$ cat config.mk
export PLATFORM = sky130hd
export DESIGN_NAME = switch_sel_arbiter
export DESIGN_NICKNAME = d
export VERILOG_FILES = /design/src/rtl/switch_sel_arbiter.sv
export SDC_FILE = /design/constraint.sdc
export NUM_CORES = 1
export LEC_CHECK = 0
export ABC_AREA = 1
export CAP_MARGIN = 20
export CORE_UTILIZATION = 46
export CTS_CLUSTER_SIZE = 16
export DETAILED_ROUTE_END_ITERATION = 16
export GPL_TIMING_DRIVEN = 1
export PLACE_DENSITY = 0.71
export SLEW_MARGIN = 40
export SYNTH_ARGS = -nofsm -noshare
export SYNTH_HDL_FRONTEND = slang
export SYNTH_SLANG_ARGS = --single-unit
$ cat constraint.sdc
create_clock -name clk -period 1.3 [get_ports clk]
set_input_delay 0.13 -clock clk [delete_from_list [all_inputs] [get_ports clk]]
set_output_delay 0.13 -clock clk [all_outputs]
set_load 0.005 [all_outputs]
$ cat src/rtl/switch_sel_arbiter.sv
// Round-robin select generator for a 3-way a/b/c switch mux with bounded bursts.
// Optional SWITCH_SEL_ARB_LOCK_EN adds a lock input that extends a burst past expiry.
module switch_sel_arbiter #(
   parameter int BURST_LEN = 4,
   parameter int CNT_W     = 4
) (
   input  logic       clk,
   input  logic       rst,
   input  logic [2:0] req,
`ifdef SWITCH_SEL_ARB_LOCK_EN
   input  logic       lock,
`endif
   output logic [2:0] sel,
   output logic [2:0] grant,
   output logic       busy,
   output logic       burst_done
);

   typedef enum logic {IDLE, GRANT} st_t;

   localparam logic [CNT_W-1:0] CNT_RELOAD = CNT_W'(BURST_LEN - 1);
   localparam logic [2:0]       SEL_IDLE   = 3'b011;

   st_t              st;
   logic [1:0]       cur;
   logic [1:0]       last;
   logic [CNT_W-1:0] cnt;
   logic             hold;
   logic             release_now;
   logic [2:0]       pick_idle;
   logic [2:0]       pick_next;

`ifdef SWITCH_SEL_ARB_LOCK_EN
   assign hold = lock;
`else
   assign hold = 1'b0;
`endif

   // Returns {found, index}; scans last+1, last+2, then last itself.
   function automatic logic [2:0] rr_pick(input logic [2:0] r, input logic [1:0] l);
      logic [1:0] i1, i2;
      i1 = (l == 2'd2) ? 2'd0 : l + 2'd1;
      i2 = (i1 == 2'd2) ? 2'd0 : i1 + 2'd1;
      if (r[i1])     return {1'b1, i1};
      else if (r[i2]) return {1'b1, i2};
      else if (r[l])  return {1'b1, l};
      else            return 3'b000;
   endfunction

   assign release_now = !req[cur] || ((cnt == '0) && !hold);
   assign pick_idle   = rr_pick(req, last);
   assign pick_next   = rr_pick(req, cur);

   always_ff @(posedge clk or posedge rst) begin
      if (rst) begin
         st         <= IDLE;
         cur        <= 2'd0;
         last       <= 2'd2;
         cnt        <= '0;
         sel        <= SEL_IDLE;
         grant      <= 3'b000;
         busy       <= 1'b0;
         burst_done <= 1'b0;
      end else begin
         burst_done <= 1'b0;
         case (st)
            IDLE: begin
               if (pick_idle[2]) begin
                  st    <= GRANT;
                  cur   <= pick_idle[1:0];
                  cnt   <= CNT_RELOAD;
                  sel   <= {1'b0, pick_idle[1:0]};
                  grant <= 3'b001 << pick_idle[1:0];
                  busy  <= 1'b1;
               end
            end
            GRANT: begin
               if (release_now) begin
                  last       <= cur;
                  burst_done <= 1'b1;
                  // Hand over directly to the next requester: no idle bubble.
                  if (pick_next[2]) begin
                     cur   <= pick_next[1:0];
                     cnt   <= CNT_RELOAD;
                     sel   <= {1'b0, pick_next[1:0]};
                     grant <= 3'b001 << pick_next[1:0];
                  end else begin
                     st    <= IDLE;
                     sel   <= SEL_IDLE;
                     grant <= 3'b000;
                     busy  <= 1'b0;
                  end
               end else if (cnt != '0) begin
                  cnt <= cnt - CNT_W'(1);
               end
            end
            default: st <= IDLE;
         endcase
      end
   end

endmodule

==> reports/results.ini <==
[run_status]
status=finished with violations
violations=setup timing

[cells_and_area]
area_growth_pct=46.8
nets=188
layout_common_cells=27 x nand2_1, 25 x buf_4, 15 x nor2_1
final_common_cell=nand2_1
drive_gt1_frac=0.444
diodes=0
finalNonFillerCells=207

[power]
seqPwrFrac=0.240
cellLeakagePower_nw=0.817
p_sw_frac=0.454
p_per_area_nw_per_um2=2530
combPwrFrac=0.673
p_int_w=0.00211
power_w=0.00386
ir_drop_mv=1.59
p_sw_w=0.00175
clkPwrFrac=0.087

[clock_tree]
cts_max_level=1
worstSkewPairLatency_ns=0.30
cts-root-buf=clkbuf_4
cts_tree=done
clock_sinks=16
cts_buffers=3
clkTransAtPathRegs_ns=0.10
clockBufferDepth=2

[routing]
vias=1088
detail_route.vias_per_cell=5.26
drt_wl_total_um=2710
avgRoutedWirePerCell_um=13.1
postRouteAntennaNets=0
firstDrtPassIters=6
first_iter_violations=36
drc=0

[synthesis]
synthDistinctLibCells=28
synthTopCellsByArea=dfrtp_1 31%, nand2_1 14%, dfstp_2 7.6%
avgSynthCellArea_um2=7.37
ys_ff_latch=16
synth_cells=141
ys_warn_count=0
syn_nets=148
ys_seq_area_frac=0.389
synth_top_area_share=0.313
synth.cell_area_um2=1040
synth_area_leader_cell=dfrtp_1

[worst_setup_path]
worst-path-buf-inv=1
slowest_delay_ns=0.59
startpoint_type=register
cp.required_ns=1.54
critPathMostFrequentCell=nand2_4
arrival_ns=1.77
path_cells=inv_4, nand3_4, nand2_4, nor2_4, nand3_2, nand2_4, nand2_4, nand2_4, nor2_2, nor2_2
crit_family=simple AND/OR/NAND/NOR gates
path_max_fanout=7
worst_setup_path_end_kind=register
worst-setup-path-type=reg -> reg
slowest_stage=dfstp_2

[grt]
grtUsageTotal=0.231
grt-ovfl-total=0
grt_start_max_net_pins=17
grt_pass1_vias=963
grt_pass1_wl_um=4240
antenna_found_initial=0

[place]
place.gp.congestion=0.839
post-place-cells=194
hpwl_um=1740
port_buffers=11

[timing]
grt_setup_unrepaired=true
hold_viol=0
setup_ws_ns=-0.230
timing.fmax_mhz=654
fin_crit_ns=1.53
skew_ns=0.00513
final_max_slew_viol_count=0
setup_viol=14
fin_crit_sh=1.18

[die]
ios=13
die-area_um2=2450
die_x_um=49.5
num_rows=16
core_um2=2040
die_y_um=49.5
start_util=0.509

[hold_path]
hold_class=in -> async

[run]
max_cap_violations=0

-- power groups by stage --
stage	logic (W)	registers (W)	clock network, W
2_1_floorplan	0.00137	0.000893	0
3_3_place_gp	0.00208	0.000917	0
3_5_place_dp	0.00212	0.000925	0
4_1_cts	0.00231	0.000909	0.000339
5_1_grt	0.00284	0.000950	0.000361
6_report	0.00260	0.000925	0.000337
-- worst register-to-register path: stages (launching register included) --
cell and delay [ns]:
dfstp_2 0.59, inv_4 0.07, nand3_4 0.09, nand2_4 0.06
nor2_4 0.12, nand3_2 0.11, nand2_4 0.11, nand2_4 0.09
nand2_4 0.09, nor2_2 0.05, nor2_2 0.10
-- area by class of cell --
cell class | count | area (um2)
Fill cell | 141 | 515
Timing Repair Buffer | 39 | 339
Sequential cell | 16 | 405
Multi-Input combinational cell | 106 | 652
Inverter | 15 | 60.1
Clock buffer | 4 | 36.3
Tap cell | 27 | 33.8
-- synthesized netlist by cell type (all sizes together) --
| cell type | number |
|---|---|
| xnor2 | 1 |
| nand3 | 15 |
| clkinv | 1 |
| ha | 2 |
| inv | 14 |
| a21oi | 1 |
| conb | 1 |
| buf | 3 |
| a21boi | 1 |
| nor3 | 1 |
| nand4 | 3 |
| nor2 | 23 |
| nand3b | 1 |
| o21bai | 1 |
| clkbuf | 1 |
| xor2 | 1 |
| o32ai | 2 |
| nand2 | 47 |
| o21ai | 6 |
| dfstp | 3 |
| dfrtp | 13 |
-- logic make-up (layout without fill, tap and decap cells) --
logic type,count (synthesis),after routing,synth area share
AND/OR/NAND/NOR,90,90,0.425
buffers and inverters,19,58,0.0770
flip-flops,16,16,0.389
AO/OA/AOI/OAI,11,11,0.0650
adder cells (fa/ha/maj),2,2,0.0241
XOR/XNOR,2,2,0.0169
other,1,1,0.00361
-- sequential cells by signal, summed over array words and instances (netlist names) --
| name | cells |
|---|---|
| burst_done | 1 |
| busy | 1 |
| cnt | 4 |
| cur | 2 |
| grant | 3 |
| last | 2 |
| sel | 2 |
| st | 1 |
-- final timing paths --
path	from	endpoint	slack [ns]	cells after the start
worst max register to register	last[1]$_DFFE_PP1N_	sel[0]$_DFFE_PP1P_	-0.23	10
worst min-delay path	rst	grant[2]$_DFFE_PP0P_	0.13	3
min in group clk	sel[1]$_DFFE_PP1P_	sel[1]$_DFFE_PP1P_	0.49	2
worst min register to register	sel[1]$_DFFE_PP1P_	sel[1]$_DFFE_PP1P_	0.49	2
max in group asynchronous	rst	last[1]$_DFFE_PP1N_	0.92	3
worst max-delay path	last[1]$_DFFE_PP1N_	sel[0]$_DFFE_PP1P_	-0.23	10
-- metrics by stage --
stage / TNS [ns] / hold slack, ns / utilization / area, um2 / setup WS, ns
floorplan: -0.526 / 0.0416 / - / 1040 / -0.0761
global placement: -3.79 / 0.450 / 0.640 / 1310 / -0.310
detailed placement: -4.08 / 0.463 / 0.640 / 1310 / -0.332
CTS: -1.70 / 0.144 / 0.695 / 1420 / -0.166
global route: -3.41 / 0.171 / 0.748 / 1530 / -0.307
finish: -2.43 / 0.131 / 0.748 / 1530 / -0.230
-- per-layer routing --
metal  GRT usage  wire length (um)  vias to the layer above
met2       0.372              1350                       24
met5           0                 0                        -
met4       0.119                78                        0
met3      0.0463                96                       11
met1       0.289              1190                      526
li1            -                 -                      527
-- what timing repair did --
item | CTS | global route
resized for setup | 14 | 23
endpoints found under the setup margin | 17 | 20
hold buffers | 0 | 0
pin swaps | 12 | 2
setup buffers | 5 | 4
No activity file was read; power rests on OpenSTA's default activity.
==> RTL edit: new RTL, config.mk and constraints unchanged <==
Change the parameter `CNT_W` from 4 to 3.
--- a/src/rtl/switch_sel_arbiter.sv
+++ b/src/rtl/switch_sel_arbiter.sv
@@ -2,7 +2,7 @@
 // Optional SWITCH_SEL_ARB_LOCK_EN adds a lock input that extends a burst past expiry.
 module switch_sel_arbiter #(
    parameter int BURST_LEN = 4,
-   parameter int CNT_W     = 4
+   parameter int CNT_W     = 3
 ) (
    input  logic       clk,
    input  logic       rst,
Function: no difference found for any inputs over 10 cycles, from zero or initial values and one cycle with rst high; that may be too few to reach the edited logic, so the function may still have changed.
==> RTL edit against the unedited design <==
The flow still finishes with violations (negative setup slack); routed wire length up 8.9%; combinational power rose by 3%; critical endpoint is now cur[0]$_DFFE_PP0P_; critical path depth did not move; design area rose by 1.4%; largest power group unchanged; area after synthesis is 1.7% lower; sequential cell count down 1; power rose by 1.2%; setup slack improved by 0.026 ns.
==> RTL edit: results (changes against the unedited design) <==
Seq/Total Area, Yosys=37.1% (-1.8 points); nets=192 (+2.1%); fin worst setup slack=-0.204 ns (+0.0264 ns); Cells after DPL=200 (+3.1%); largest net degree at the start of global routing=15 (-2); biggest regs=cnt (3), grant (3); clk_skew=0.0104 ns (+0.00529 ns); drt via density=5.20 (-0.99%); # hold bufs at CTS=1 (+1); leakage=0.821 nW (+0.48%); synth top area cells=dfrtp_1 (29%), nand2_1 (17%), dfstp_2 (7.7%); CTS Buffer Depth=2 (unchanged); hold_ws=0.492 ns (+0.361 ns); layout cell share with drive strength beyond 1=46.2% (+1.8 points); violated checks=negative setup slack; Synth Area in Compound Gates=5.75% (-0.75 points); Final Setup Violations=14 (unchanged); critical path arrival=1.70 ns (-0.07 ns); DRT Pass-1 Iters=4 (-2); synthesized-area fraction occupied by adder cells=2.45% (+0.041 points); routed via count=1098 (+0.92%); mux cell area share after synthesis=0% (unchanged); status=complete, but fails checks; First DRT Iteration DRCs=25 (-31%); Hold Path Class=reg2reg; post-DP HPWL=1.91 mm (+9.6%); most instantiated cells after synthesis=nand2_1 (47), nand3_1 (15), nor2_1 (14); Unique masters post-synth=26 (-7.1%); fillers=152 (+7.8%); Synth Area per Inst=7.00 um2 (-5.1%); post-synthesis xor/xnor area fraction=0.857% (-0.83 points); Worst-Skew Late Latency=0.30 ns (about the same); final setup TNS=-2.18 ns (+0.249 ns); cts repair resizes=15 (+1); dpl ws=-0.415 ns (-0.0821 ns); maximum vdd drop=2180 uV (+37%); Placed Area=1310 um2 (about the same); critical path fanouts, max=6 (-1); first-pass GRT wire length=4.33 mm (+2.0%); gpl congestion=0.837 (-0.29%); aggregate routed wire length=2.95 mm (+8.9%); Synth Net Count=153 (+3.4%); vias in the first global route=1031 (+7.1%); gr usage total=23.4% (+0.30 points)
[RTL edit: cell types whose count changed after synthesis, moves of 2 or more]
| cell | delta |
|---|---|
| inv_1 | +4 |
| o21ai_0 | +4 |
| nand2_1 | +8 |
| nand3_1 | +2 |
| nand2_2 | +4 |
| o21ai_1 | -5 |
| o32ai_1 | -2 |
| nand2_4 | -3 |
| nor2_2 | -3 |
| nor2_1 | -4 |
| nor2_4 | +2 |
[RTL edit: layout make-up]
cell class	count	area, um2	area share [%]
Sequential cell	15	383	24.7
Tap cell	27	33.8	2.18
Clock inverter	1	5.00	0.323
Clock buffer	3	22.5	1.46
Timing Repair Buffer	38	319	20.6
Multi-Input combinational cell	110	713	46.1
Inverter	17	71.3	4.61
[RTL edit: layer usage]
layer | share of wire, % | global-route usage, %
met5 | 0 | 0
met4 | 1.8 | 10.3
met3 | 3.4 | 3.74
met2 | 52 | 37.9
met1 | 43 | 30.5
[RTL edit: worst paths after layout]
check	to	from	depth (start not counted)
max in group asynchronous	sel[1]$_DFFE_PP1P_	rst	4
worst min-delay path	sel[1]$_DFFE_PP1P_	sel[1]$_DFFE_PP1P_	2
worst max register to register	cur[0]$_DFFE_PP0P_	last[1]$_DFFE_PP1N_	10
min in group asynchronous	burst_done$_DFF_PP0_	rst	3
worst min register to register	sel[1]$_DFFE_PP1P_	sel[1]$_DFFE_PP1P_	2
worst max-delay path	cur[0]$_DFFE_PP0P_	last[1]$_DFFE_PP1N_	10
[RTL edit: where the power goes]
group / switching, mW / internal, mW / total (mW) / leakage (nW)
combinational: 1.51 / 1.18 / 2.69 / 0.633
sequential: 0.215 / 0.715 / 0.930 / 0.170
clock: 0.172 / 0.115 / 0.286 / 0.0177
total: 1.89 / 2.01 / 3.91 / 0.821
